$ cat config.mk
export PLATFORM = sky130hd
export DESIGN_NAME = sl_tx_arbiter
export DESIGN_NICKNAME = d
export VERILOG_FILES = /design/src/rtl/sl_pkg.sv /design/src/rtl/sl_rr_pick.sv /design/src/rtl/sl_tx_arbiter.sv
export SDC_FILE = /design/constraint.sdc
export NUM_CORES = 1
export LEC_CHECK = 0
export CAP_MARGIN = 20
export CORE_ASPECT_RATIO = 1.1
export CORE_MARGIN = 3
export CORE_UTILIZATION = 27
export CTS_CLUSTER_DIAMETER = 150
export DETAILED_ROUTE_END_ITERATION = 7
export MAX_ROUTING_LAYER = met4
export SETUP_SLACK_MARGIN = 0.02
export SYNTH_ARGS = -nofsm -noshare
export SYNTH_HDL_FRONTEND = slang
export SYNTH_HIERARCHICAL = 1
export SYNTH_SLANG_ARGS = --single-unit
$ cat constraint.sdc
create_clock -name clock -period 2.3 [get_ports clock]
set_input_delay 0.575 -clock clock [delete_from_list [all_inputs] [get_ports clock]]
set_output_delay 0.575 -clock clock [all_outputs]
set_load 0.02 [all_outputs]
$ cat src/rtl/sl_pkg.sv
// Shared serial-line types: transfer mode encoding and tx arbiter states.
// Imported by the arbiter, the transmitter and the APB bridge.
package sl_pkg;

  typedef enum logic [1:0] {
    MODE_8   = 2'b00,
    MODE_16  = 2'b01,
    MODE_32  = 2'b10,
    MODE_INV = 2'b11
  } slMode_t;

  typedef enum logic [1:0] {
    IDLE      = 2'b00,
    CHECK     = 2'b01,
    WAIT_BUSY = 2'b10,
    WAIT_DONE = 2'b11
  } arbState_t;

endpackage

$ cat src/rtl/sl_rr_pick.sv
// Combinational round-robin picker: first set request at or above the pointer, wrapping.
// SL_ARB_PRIORITY_EN: requester 0 always wins and is excluded from the rotation.
module sl_rr_pick #(
  parameter int NUM_REQ = 4
) (
  input  logic [NUM_REQ-1:0]         req,
  input  logic [$clog2(NUM_REQ)-1:0] ptr,
  output logic                       valid,
  output logic [$clog2(NUM_REQ)-1:0] winner
);

  localparam int IDX_W = $clog2(NUM_REQ);

  logic [NUM_REQ-1:0] rrReq;
  logic [IDX_W-1:0]   idxV;

  always_comb begin
    rrReq  = req;
    idxV   = '0;
    valid  = 1'b0;
    winner = '0;
`ifdef SL_ARB_PRIORITY_EN
    rrReq[0] = 1'b0;
    if (req[0]) begin
      valid  = 1'b1;
      winner = '0;
    end
`endif
    for (int k = 0; k < NUM_REQ; k++) begin
      idxV = IDX_W'((int'(ptr) + k) % NUM_REQ);
      if (!valid && rrReq[idxV]) begin
        valid  = 1'b1;
        winner = idxV;
      end
    end
  end

endmodule

$ cat src/rtl/sl_tx_arbiter.sv
// Round-robin arbiter sharing one serial-line transmitter among NUM_REQ requesters.
// Optional SL_ARB_PRIORITY_EN makes requester 0 a fixed highest-priority source.
module sl_tx_arbiter
  import sl_pkg::*;
#(
  parameter int NUM_REQ      = 4,
  parameter int DATA_W       = 32,
  parameter int BUSY_TIMEOUT = 16
) (
  input  logic                        clock,
  input  logic                        reset_n,
  input  logic [NUM_REQ-1:0]          req,
  input  logic [NUM_REQ*DATA_W-1:0]   req_data,
  input  logic [NUM_REQ*2-1:0]        req_mode,
  output logic [NUM_REQ-1:0]          ack,
  output logic [NUM_REQ-1:0]          err,
  output logic                        busy,
  output logic [$clog2(NUM_REQ)-1:0]  grant_idx,
  input  logic                        tx_ready,
  output logic                        tx_enable,
  output logic [DATA_W-1:0]           tx_data,
  output logic [1:0]                  tx_mode
);

  localparam int IDX_W = $clog2(NUM_REQ);
  localparam int CNT_W = $clog2(BUSY_TIMEOUT + 1);

  arbState_t          state, stateNext;
  logic [IDX_W-1:0]   ptr;
  logic [CNT_W-1:0]   cnt;
  logic               pickValid;
  logic [IDX_W-1:0]   pickIdx;
  logic               doGrant;
  logic               enableNext;
  logic [NUM_REQ-1:0] ackNext, errNext;

  sl_rr_pick #(.NUM_REQ(NUM_REQ)) u_pick (
    .req    (req),
    .ptr    (ptr),
    .valid  (pickValid),
    .winner (pickIdx)
  );

  always_ff @(posedge clock or negedge reset_n) begin
    if (!reset_n) state <= IDLE;
    else          state <= stateNext;
  end

  always_comb begin
    stateNext  = state;
    doGrant    = 1'b0;
    enableNext = 1'b0;
    ackNext    = '0;
    errNext    = '0;
    case (state)
      IDLE: begin
        if (tx_ready && pickValid) begin
          doGrant   = 1'b1;
          stateNext = CHECK;
        end
      end
      CHECK: begin
        if (tx_mode == MODE_INV) begin
          errNext[grant_idx] = 1'b1;
          stateNext          = IDLE;
        end else begin
          enableNext = 1'b1;
          stateNext  = WAIT_BUSY;
        end
      end
      WAIT_BUSY: begin
        if (!tx_ready) begin
          stateNext = WAIT_DONE;
        end else if (cnt == CNT_W'(BUSY_TIMEOUT - 1)) begin
          errNext[grant_idx] = 1'b1;
          stateNext          = IDLE;
        end
      end
      WAIT_DONE: begin
        if (tx_ready) begin
          ackNext[grant_idx] = 1'b1;
          stateNext          = IDLE;
        end
      end
      default: stateNext = IDLE;
    endcase
  end

  // Registered outputs; word, mode and winner are captured only on the grant edge.
  always_ff @(posedge clock or negedge reset_n) begin
    if (!reset_n) begin
      ptr       <= '0;
      cnt       <= '0;
      grant_idx <= '0;
      tx_data   <= '0;
      tx_mode   <= '0;
      tx_enable <= 1'b0;
      ack       <= '0;
      err       <= '0;
      busy      <= 1'b0;
    end else begin
      tx_enable <= enableNext;
      ack       <= ackNext;
      err       <= errNext;
      busy      <= (stateNext != IDLE);
      cnt       <= (state == WAIT_BUSY) ? cnt + 1'b1 : '0;
      if (doGrant) begin
        grant_idx <= pickIdx;
        tx_data   <= req_data[pickIdx*DATA_W +: DATA_W];
        tx_mode   <= req_mode[pickIdx*2 +: 2];
`ifdef SL_ARB_PRIORITY_EN
        if (pickIdx != '0)
          ptr <= (pickIdx == IDX_W'(NUM_REQ - 1)) ? IDX_W'(1) : pickIdx + 1'b1;
`else
        ptr <= (pickIdx == IDX_W'(NUM_REQ - 1)) ? '0 : pickIdx + 1'b1;
`endif
      end
    end
  end

endmodule

==> flow_metrics.py <==
metrics = {
    "status": {
        "status": "completed",
    },
    "routing": {
        "drc": 0,
        "drt_iter0_drc": 72,
        "vias": 2568,
        "routed_wl_um": 9308,
        "ant_nets": 0,
        "vias_per_cell": 4.619,
        "wl_per_cell_um": 16.74,
        "drt-pass1-iter-count": 4,
    },
    "worst_setup_path": {
        "cp_max_fo": 8,
        "endpoint_kind": "flop",
        "critPathLaunchType": "primary input",
        "crit_required_ps": 2480,
        "rrSetupSlack_ps": 120,
        "cp.arrival_ps": 2410,
        "crit_type": "primary input to flop",
    },
    "floorplanning": {
        "io_pins": 189,
        "core_um2": 11060,
        "rows": 40,
        "start_util_pct": 28.00,
        "die_area_um2": 12790,
        "die_y_um": 118.3,
        "die-width_um": 108.1,
    },
    "layout": {
        "fill_cells": 995,
        "syn_to_final_growth_pct": 77.21,
        "drive_gt1_share_pct": 25.67,
        "design_area_um2": 5488,
        "final_nets": 559,
        "diodes": 0,
        "fin_util_pct": 49.62,
    },
    "placement": {
        "dp_hpwl_um": 7260,
        "placed_cell_area_um2": 5271,
        "routabilityCongestion": 0.7236,
        "portBuffers": 188,
    },
    "clock_network": {
        "cts_made_buffers": 5,
        "cts_root_buffer": "clkbuf_16",
        "clock_tree.htree_level_count": 2,
        "clock_path_buffers": 2,
        "cts.sinks": 55,
        "ctsHoldBuffers": 0,
        "clock_latency_ps": 290,
        "cts_tree": "built",
        "clk_pin_slew_worst_paths_ps": 70,
    },
    "synth": {
        "synth_nets": 356,
        "synthMuxAreaShare_pct": 38.91,
        "synth_top_family_by_area": "multiplexers",
        "syn_inst": 205,
        "synth_seq_cells": 55,
        "synth_top_area_share_pct": 44.44,
        "synthSimpleGateAreaFrac_pct": 4.606,
        "synthMostInstantiatedCell": "dfrtp_1",
        "synth_xor_area_share_pct": 0.5657,
        "synth_compound_area_share_pct": 3.394,
        "yosysTopAreaCell": "dfrtp_1",
        "synthDistinctLibCells": 33,
        "synth_common_cells": "dfrtp_1, mux2_2, mux4_2",
        "synth_edf_count": 0,
        "synth_adder_area_share_pct": 3.232,
        "synth-seq-area-share_pct": 44.44,
        "synthTopCellsByArea": "dfrtp_1, mux4_2, mux2_2, mux4_1, ha_1",
        "avgSynthCellArea_um2": 15.11,
        "netlist_area_um2": 3097,
        "ys_warn_count": 6,
        "synth-main-ff-cell": "dfrtp_1",
        "synthArstFlopShare_pct": 100.0,
    },
    "timing": {
        "period_share_pct": 96.85,
        "holdWs_ps": 173.2,
        "tightest_slew_ps": 366.3,
        "period_minus_slack_ps": 2228,
        "fmax_mhz": 448.9,
        "slew_viol_final": 0,
        "clock_skew_ps": 4.106,
        "relSlewSlack_pct": 75.32,
        "rsz0062_at_grt": "true",
        "hold_violations": 0,
        "finalSetupViolations": 0,
    },
    "global_route": {
        "use_met1_pct": 17.17,
        "met3_usage_pct": 3.495,
        "met2_usage_pct": 27.64,
        "grt_pass1_wl_um": 14740,
        "overflow": 0,
        "antenna_found_initial": 0,
        "track_usage_pct": 15.33,
        "grt-busiest-layer": "met2",
        "grt_pass1_vias": 2867,
        "grt_max_degree": 27,
    },
    "power": {
        "max-vdd-ir-drop_mv": 0.4042,
        "p_leak_nw": 2.201,
        "power_density_nw_per_um2": 1050,
    },
    "run": {
        "cap_viol_max_count": 0,
    },
    "hold_path": {
        "hold_class": "primary input to asynchronous set/reset pin",
    },
}
[final timing paths]
| check | from | end | depth (start not counted) |
|---|---|---|---|
| max | req[0] | tx_data[2]$_DFFE_PN0P_ | 7 |
| min | reset_n | tx_enable$_DFF_PN0_ | 1 |
| max reg2reg | ptr[0]$_DFFE_PN0P_ | tx_data[2]$_DFFE_PN0P_ | 7 |
| min reg2reg | cnt[0]$_DFF_PN0_ | cnt[0]$_DFF_PN0_ | 1 |
| max in group asynchronous | reset_n | ptr[1]$_DFFE_PN0P_ | 2 |
| min in group clock | cnt[0]$_DFF_PN0_ | cnt[0]$_DFF_PN0_ | 1 |
[state kept, by name, indices dropped and copies added (netlist names), 2 cells and up]
signal,cells
grant_idx,2
ptr,2
ack,4
state,2
cnt,5
tx_data,32
err,4
tx_mode,2
[logic make-up (layout without fill, tap and decap cells)]
group,Yosys count,in the layout
buffers and inverters,23,227
muxes,71,71
DFF,55,55
AOI/OAI and AO/OA,15,15
xor gates and xnor gates,2,2
adders and majority gates,8,8
and+or+nand+nor,31,31
[area by class of cell]
cell class / instances / area, µm² / share of cell area [%]
clock buffers: 5 / 125.1 / 2.280
clock inverters: 3 / 20.02 / 0.3648
inverters: 11 / 41.29 / 0.7524
multi-input cells: 127 / 1604 / 29.23
flip-flops and latches: 55 / 1376 / 25.08
well taps: 147 / 183.9 / 3.352
repair buffers: 208 / 2137 / 38.94
[critical path, cell delays in order]
cell and delay [ps]:
clkdlybuf4s15_2 200, a221o_1 340, a21oi_4 200, buf_6 150, buf_12 130, mux4_1 550, mux2_2 270
[where the power goes]
| part | switching, W | internal, W |
|---|---|---|
| Combinational | 0.00138 | 0.00201 |
| Sequential | 0.000243 | 0.00136 |
| Clock | 0.000360 | 0.000403 |
| Total | 0.00199 | 0.00378 |
[through the flow]
step	cells	total power [W]	setup TNS (ps)	setup slack [ps]
floorplan	205	0.003540	0	38.49
global placement	544	0.004887	-18190	-551.2
detailed placement	544	0.004910	-18630	-567.0
CTS	557	0.005927	0	20.75
global route	556	0.006135	0	6.859
finish	556	0.005763	0	72.46
[per-layer routing]
metal  part of all wire [%]  vias to the layer above  wire (µm)
li1                       -                     1190          -
met5                      0                        -          0
met1                     37                     1286       3414
met4                   0.90                        0         84
met3                    6.0                        7        563
met2                     56                       85       5245
[cells in the final DEF (no fill, tap or decap), types with 2 or more instances in the layout]
cell             Yosys  routed
mux4_1               6       5
ha_1                 8       8
clkdlybuf4s50_1      0     183
buf_6                1       2
nand3_1              5       4
nand2b_1             3       3
clkbuf_16            0       5
mux4_2              28      29
nor3_1               2       2
inv_2                1       2
inv_1               10       9
nor2_1              12      12
buf_2                6       3
clkinvlp_4           0       2
nand2_1              5       5
dfrtp_1             55      55
a21oi_4              0       2
buf_12               3       7
buf_4                0      10
mux2_2              37      36
a21oi_1              5       3
a221o_1              2       2
[repair_timing]
item / in CTS / in global routing
pin swaps: 2 / 1
setup buffers: 3 / 0
cloned: 2 / 0
endpoints found under the setup margin: 35 / 25
resized for setup: 19 / 0
(Power assumes the default switching activity.)
